File: config.mk
export PLATFORM = sky130hd
export DESIGN_NAME = spi_master_tx
export DESIGN_NICKNAME = d
export VERILOG_FILES = /design/src/rtl/spi_pkg.sv /design/src/rtl/spi_clk_div.sv /design/src/rtl/spi_master_tx.sv
export SDC_FILE = /design/constraint.sdc
export NUM_CORES = 1
export LEC_CHECK = 0
export BUFFER_PORTS_ARGS = -buffer_cell sky130_fd_sc_hd__buf_2
export CAP_MARGIN = 20
export CORE_MARGIN = 2
export CORE_UTILIZATION = 41
export CTS_CLUSTER_DIAMETER = 150
export DETAILED_ROUTE_END_ITERATION = 8
export MAX_ROUTING_LAYER = met4
export PLACE_DENSITY = 0.61
export SLEW_MARGIN = 10
export SYNTH_ARGS = -nofsm -noshare
export SYNTH_HDL_FRONTEND = slang
export SYNTH_SLANG_ARGS = --single-unit
File: constraint.sdc
create_clock -name clk_100 -period 1.75 [get_ports clk_100]
set_input_delay 0.35 -clock clk_100 [delete_from_list [all_inputs] [get_ports clk_100]]
set_output_delay 0.35 -clock clk_100 [all_outputs]
set_load 0.03 [all_outputs]
File: src/rtl/spi_pkg.sv
`default_nettype none
// ============================================================================
//  Module      : spi_pkg
//  Description : Shared types and constants for the SPI mode-0 master
//                serializer (state encoding, clock polarity/phase).
//  Revision    : 1.0 - initial release
// ============================================================================
package spi_pkg;

    // Transfer phases of one framed SPI word
    typedef enum logic [1:0] {
        IDLE  = 2'd0,
        SETUP = 2'd1,
        SHIFT = 2'd2,
        HOLD  = 2'd3
    } spi_state_t;

    // Mode 0: sclk idles low, data sampled on the rising sclk edge
    localparam logic SPI_CPOL = 1'b0;
    localparam logic SPI_CPHA = 1'b0;

endpackage : spi_pkg
`default_nettype wire

File: src/rtl/spi_clk_div.sv
`default_nettype none
// ============================================================================
//  Module      : spi_clk_div
//  Description : Half-period tick generator for the SPI master. Counts
//                0..P_CLK_DIV-1 while enabled and pulses tick on the
//                terminal count; held at zero while disabled.
//  Revision    : 1.0 - initial release
// ============================================================================
module spi_clk_div #(
    parameter int P_CLK_DIV = 4
) (
    input  logic clk_100,
    input  logic s_rst,
    input  logic en,
    output logic tick
);

    localparam int                 c_CNT_W = (P_CLK_DIV > 1) ? $clog2(P_CLK_DIV) : 1;
    localparam logic [c_CNT_W-1:0] c_TC    = c_CNT_W'(P_CLK_DIV - 1);

    logic [c_CNT_W-1:0] r_cnt;

    // Free-running half-period counter, cleared whenever the master is idle
    always_ff @(posedge clk_100) begin
        if (s_rst || !en) begin
            r_cnt <= '0;
        end else if (r_cnt == c_TC) begin
            r_cnt <= '0;
        end else begin
            r_cnt <= r_cnt + c_CNT_W'(1);
        end
    end

    assign tick = en && (r_cnt == c_TC);

endmodule : spi_clk_div
`default_nettype wire

File: src/rtl/spi_master_tx.sv
`default_nettype none
// ============================================================================
//  Module      : spi_master_tx
//  Description : SPI mode-0 master serializer. Accepts one word per
//                valid/ready handshake and shifts it MSB-first onto mosi,
//                framed by cs_n. Optional full-duplex receive path enabled
//                by the SPI_MASTER_RX_EN macro (adds miso/rx_data/rx_valid).
//  Revision    : 1.0 - initial release
// ============================================================================
module spi_master_tx
    import spi_pkg::*;
#(
    parameter int P_DATA_WIDTH = 8,
    parameter int P_CLK_DIV    = 4
) (
    input  logic                    clk_100,
    input  logic                    s_rst,
    input  logic                    valid,
    input  logic [P_DATA_WIDTH-1:0] data,
    output logic                    ready,
    output logic                    sclk,
    output logic                    mosi,
    output logic                    cs_n,
    output logic                    busy,
    output logic                    done
`ifdef SPI_MASTER_RX_EN
    ,
    input  logic                    miso,
    output logic [P_DATA_WIDTH-1:0] rx_data,
    output logic                    rx_valid
`endif
);

    localparam int                 c_BIT_W    = $clog2(P_DATA_WIDTH + 1);
    localparam logic [c_BIT_W-1:0] c_BIT_FULL = c_BIT_W'(P_DATA_WIDTH);
    localparam logic [c_BIT_W-1:0] c_BIT_LAST = c_BIT_W'(P_DATA_WIDTH - 1);

    spi_state_t                r_state,   w_state_nxt;
    logic [P_DATA_WIDTH-1:0]   r_shift,   w_shift_nxt;
    logic [c_BIT_W-1:0]        r_bit_cnt, w_bit_cnt_nxt;
    logic                      r_sclk,    w_sclk_nxt;
    logic                      r_mosi,    w_mosi_nxt;
    logic                      r_cs_n,    w_cs_n_nxt;
    logic                      r_done;
    logic                      w_frame_end;
    logic                      w_tick;
    logic                      w_div_en;

    assign w_div_en = (r_state != IDLE);

    spi_clk_div #(
        .P_CLK_DIV (P_CLK_DIV)
    ) u_clk_div (
        .clk_100 (clk_100),
        .s_rst   (s_rst),
        .en      (w_div_en),
        .tick    (w_tick)
    );

    // Register every piece of frame state; reset aborts any frame in flight
    always_ff @(posedge clk_100) begin
        if (s_rst) begin
            r_state   <= IDLE;
            r_shift   <= '0;
            r_bit_cnt <= '0;
            r_sclk    <= SPI_CPOL;
            r_mosi    <= 1'b0;
            r_cs_n    <= 1'b1;
            r_done    <= 1'b0;
        end else begin
            r_state   <= w_state_nxt;
            r_shift   <= w_shift_nxt;
            r_bit_cnt <= w_bit_cnt_nxt;
            r_sclk    <= w_sclk_nxt;
            r_mosi    <= w_mosi_nxt;
            r_cs_n    <= w_cs_n_nxt;
            r_done    <= w_frame_end;
        end
    end

    // Next-state and next-output decode. r_shift holds the bits still to be
    // sent, left-aligned, so the next mosi bit is always its MSB. After the
    // last falling edge the FSM idles one more half-period in SHIFT with
    // sclk low before the HOLD half-period, giving the full frame length.
    always_comb begin
        w_state_nxt   = r_state;
        w_shift_nxt   = r_shift;
        w_bit_cnt_nxt = r_bit_cnt;
        w_sclk_nxt    = r_sclk;
        w_mosi_nxt    = r_mosi;
        w_cs_n_nxt    = r_cs_n;
        w_frame_end   = 1'b0;
        case (r_state)
            IDLE: begin
                if (valid) begin
                    w_state_nxt   = SETUP;
                    w_cs_n_nxt    = 1'b0;
                    w_mosi_nxt    = data[P_DATA_WIDTH-1];
                    w_shift_nxt   = {data[P_DATA_WIDTH-2:0], 1'b0};
                    w_bit_cnt_nxt = '0;
                end
            end
            SETUP: begin
                if (w_tick) begin
                    w_sclk_nxt  = 1'b1;
                    w_state_nxt = SHIFT;
                end
            end
            SHIFT: begin
                if (w_tick) begin
                    if (r_bit_cnt == c_BIT_FULL) begin
                        w_state_nxt = HOLD;
                    end else if (!r_sclk) begin
                        w_sclk_nxt = 1'b1;
                    end else begin
                        w_sclk_nxt    = 1'b0;
                        w_bit_cnt_nxt = r_bit_cnt + c_BIT_W'(1);
                        if (r_bit_cnt != c_BIT_LAST) begin
                            w_mosi_nxt  = r_shift[P_DATA_WIDTH-1];
                            w_shift_nxt = {r_shift[P_DATA_WIDTH-2:0], 1'b0};
                        end
                    end
                end
            end
            HOLD: begin
                if (w_tick) begin
                    w_state_nxt = IDLE;
                    w_cs_n_nxt  = 1'b1;
                    w_mosi_nxt  = 1'b0;
                    w_frame_end = 1'b1;
                end
            end
            default: begin
                w_state_nxt = IDLE;
            end
        endcase
    end

    assign ready = (r_state == IDLE);
    assign sclk  = r_sclk;
    assign mosi  = r_mosi;
    assign cs_n  = r_cs_n;
    assign busy  = ~r_cs_n;
    assign done  = r_done;

`ifdef SPI_MASTER_RX_EN
    logic [P_DATA_WIDTH-1:0] r_rx_shift;
    logic [P_DATA_WIDTH-1:0] r_rx_data;
    logic                    r_rx_valid;
    logic                    w_sample;

    // A rising sclk edge is produced by the SETUP tick or a low-phase SHIFT tick
    assign w_sample = w_tick && ((r_state == SETUP) ||
                      ((r_state == SHIFT) && !r_sclk && (r_bit_cnt != c_BIT_FULL)));

    // Capture miso MSB-first; publish the word together with done
    always_ff @(posedge clk_100) begin
        if (s_rst) begin
            r_rx_shift <= '0;
            r_rx_data  <= '0;
            r_rx_valid <= 1'b0;
        end else begin
            if (w_sample) begin
                r_rx_shift <= {r_rx_shift[P_DATA_WIDTH-2:0], miso};
            end
            if (w_frame_end) begin
                r_rx_data <= r_rx_shift;
            end
            r_rx_valid <= w_frame_end;
        end
    end

    assign rx_data  = r_rx_data;
    assign rx_valid = r_rx_valid;
`endif

endmodule : spi_master_tx
`default_nettype wire

==> impl_metrics.ini <==
[grt]
overflow = 0
grt_pass1_wl_um = 4280
grt_pass1_vias = 1013
antenna_found_initial = 0
grt_max_degree = 24
track_usage = 0.170

[timing]
setup_slack_ns = 0.0717
fmax_mhz = 596
rsz0062_at_grt = true
drv_slew = 0
post-route-min-period_ns = 1.68
slew_headroom = 0.703
setup_viol = 0
fin_skew_ns = 0.00443
hold_viol = 0
hold_ws_ns = 0.396
finalCritPeriodShare = 0.959
worstMarginPinSlew_ns = 0.445

[pwr]
p_leak_nw = 0.592
powerDensity_nw_per_um2 = 1790
switchingPower_mw = 1.11
irDropWorstVdd_uv = 1340
power.share.clock = 0.087
internal_power_mw = 1.54
pwr-share-comb = 0.664
p_sw_frac = 0.419
seqPwrFrac = 0.249

[cts]
clock_path_buffers = 2
cts_tree = built
cts_max_level = 1
cts-root-buf = clkbuf_4
clk_pin_slew_ns = 0.11
clk_latency_ns = 0.30
cts_buffers = 3
ctsHoldBuffers = 0
cts_sinks = 19

[synthesis]
yosys_warnings = 0
synth_cell_types = 39
syn-cell-area_um2 = 1170
synth-edff-count = 0
synth_flop_cell = dfxtp_1
syn_nets = 146
synth.ff_latch_count = 19
synthArstFlopShare = 0
avgSynthCellArea_um2 = 9.29
synthCells = 126
ys_seq_area_frac = 0.325

[run]
cap_violations = 0

[placement]
dp_hpwl_um = 1810
gp_congestion = 0.861
place_ws_ns = 0.0309
dp_cells = 174
port_buffers = 16

[setup_path]
crit_family = simple AND/OR/NAND/NOR gates
cp.required_ns = 1.93
critPathArrivalTime_ns = 1.86
cp_num_cells = 6
crit_buf_inv = 1
worstPathMaxFanout = 5
r2r_cells = 6
worstSetupStartpointType = register
crit_type = reg -> reg
crit_path_top_delay_cell = dfxtp_2
critPathMaxStageDelay_ns = 0.38
crit_chain = inv_1 -> ha_1 -> and4b_1 -> or2_2 -> o31ai_1 -> a21oi_1
end_kind = register

[final_layout]
n_antenna_cell = 0
fillers = 262
area_growth_pct = 26.3
utilization = 0.541
final_cells = 183
drive_above_1_share = 0.375
nNetsFinal = 173

[detailed_routing]
dr.pass1.iters = 4
wirelength_um = 2550
wl_per_cell_um = 14.0
drt-initial-drc-count = 12
ant_nets = 0
route.detailed.drc = 0
via_count = 992
viasPerCell = 5.42

[die]
ios = 17
core_um2 = 2730
die_area_um2 = 3300
start_util = 0.428
rows = 19
die_w_um = 57.4
fp.dieH_um = 57.4

[min_path]
hold_path.class = in -> reg
whs_path_depth = 3

[run_status]
status = finished clean
-- power groups by stage --
stage	sequential [mW]	combinational [mW]	clock, mW
2_1_floorplan	0.672	1.13	0
3_3_place_gp	0.645	1.48	0
3_5_place_dp	0.657	1.51	0
4_1_cts	0.646	1.52	0.237
5_1_grt	0.674	1.93	0.253
6_report	0.660	1.76	0.232
-- cell usage in the layout (no fill, tap or decap), types with 2 or more instances in the layout --
master    count
buf_2        16
dfxtp_1      15
a21oi_1      13
buf_4        10
nor2_1        9
mux2i_1       9
ha_1          6
nand2_1       5
inv_1         4
nand2b_1      4
a311oi_2      3
o31ai_1       3
nor2b_1       3
a311oi_1      3
clkbuf_4      3
inv_2         2
nor3b_1       2
a21oi_2       2
or2_2         2
nand4_1       2
o21ai_0       2
nand3_1       2
nor3_1        2
ha_4          2
buf_12        2
dfxtp_2       2
dfxtp_4       2
-- tightest hold or removal path, cell delays in order --
cell and delay, ns:
buf_2 0.09, mux2i_1 0.11, a311oi_1 0.10
-- synthesized netlist by cell type, drive strengths merged, types with 2 or more instances --
library cell / instances / share of area
nand2b: 5 / 0.033
a311oi: 6 / 0.056
clkbuf: 2 / 0.0064
nor3b: 2 / 0.013
mux2i: 9 / 0.077
nor2: 10 / 0.034
o31ai: 3 / 0.019
o21ai: 2 / 0.0085
nand2: 5 / 0.016
or3: 2 / 0.011
nand4: 2 / 0.011
dfxtp: 19 / 0.32
buf: 5 / 0.032
inv: 6 / 0.019
nor2b: 3 / 0.016
and2b: 2 / 0.013
or2: 2 / 0.011
nand3: 2 / 0.0085
a21oi: 15 / 0.071
nor3: 2 / 0.0085
ha: 9 / 0.096
-- metrics by stage --
| step | total power, mW | setup TNS (ns) | instance area, um2 |
|---|---|---|---|
| final | 2.65 | 0 | 1480 |
| after global routing | 2.85 | -0.0210 | 1480 |
| after CTS | 2.40 | 0 | 1380 |
| after detailed placement | 2.17 | 0 | 1350 |
| after global placement | 2.12 | 0 | 1350 |
| after floorplan | 1.80 | -0.0192 | 1200 |
-- path summary, 6_finish.rpt --
kind                       from                  to  slack, ns
max                r_bit_cnt[0]        r_bit_cnt[2]       0.07
min                     data[2]          r_shift[3]       0.40
max reg2reg        r_bit_cnt[0]        r_bit_cnt[2]       0.07
min reg2reg  u_clk_div.r_cnt[0]  u_clk_div.r_cnt[0]       0.44
-- cell type report --
type,instances,area (um2),area share
multi-input cells,94,781,0.528
flip-flops and latches,19,390,0.264
inverters,6,22.5,0.0152
clock buffers,4,26.3,0.0178
repair buffers,29,220,0.149
well taps,31,38.8,0.0262
-- logic make-up after synthesis --
| logic type | Yosys count | synth area share |
|---|---|---|
| AOI/OAI and AO/OA | 30 | 0.204 |
| adders and majority gates | 9 | 0.0962 |
| buffers and inverters | 13 | 0.0577 |
| DFF | 19 | 0.325 |
| muxes | 10 | 0.0865 |
| and+or+nand+nor | 45 | 0.231 |
-- repair_timing --
action	4_1_cts	5_1_grt
buffers inserted	0	4
setup endpoints to repair	0	11
gates resized for setup	0	11
-- metal layers --
metal	up-vias	GRT usage	part of all wire
li1	509	-	-
met1	469	0.190	0.45
met2	10	0.305	0.52
met3	4	0.0204	0.018
met4	0	0.0631	0.013
met5	-	-	0
-- state kept, by name, summed over array words and instances, names as in the netlist --
name             flops
r_shift              7
r_bit_cnt            4
r_state              2
u_clk_div.r_cnt      2
cs_n                 1
done                 1
mosi                 1
sclk                 1
No activity file was read; power rests on OpenSTA's default activity.
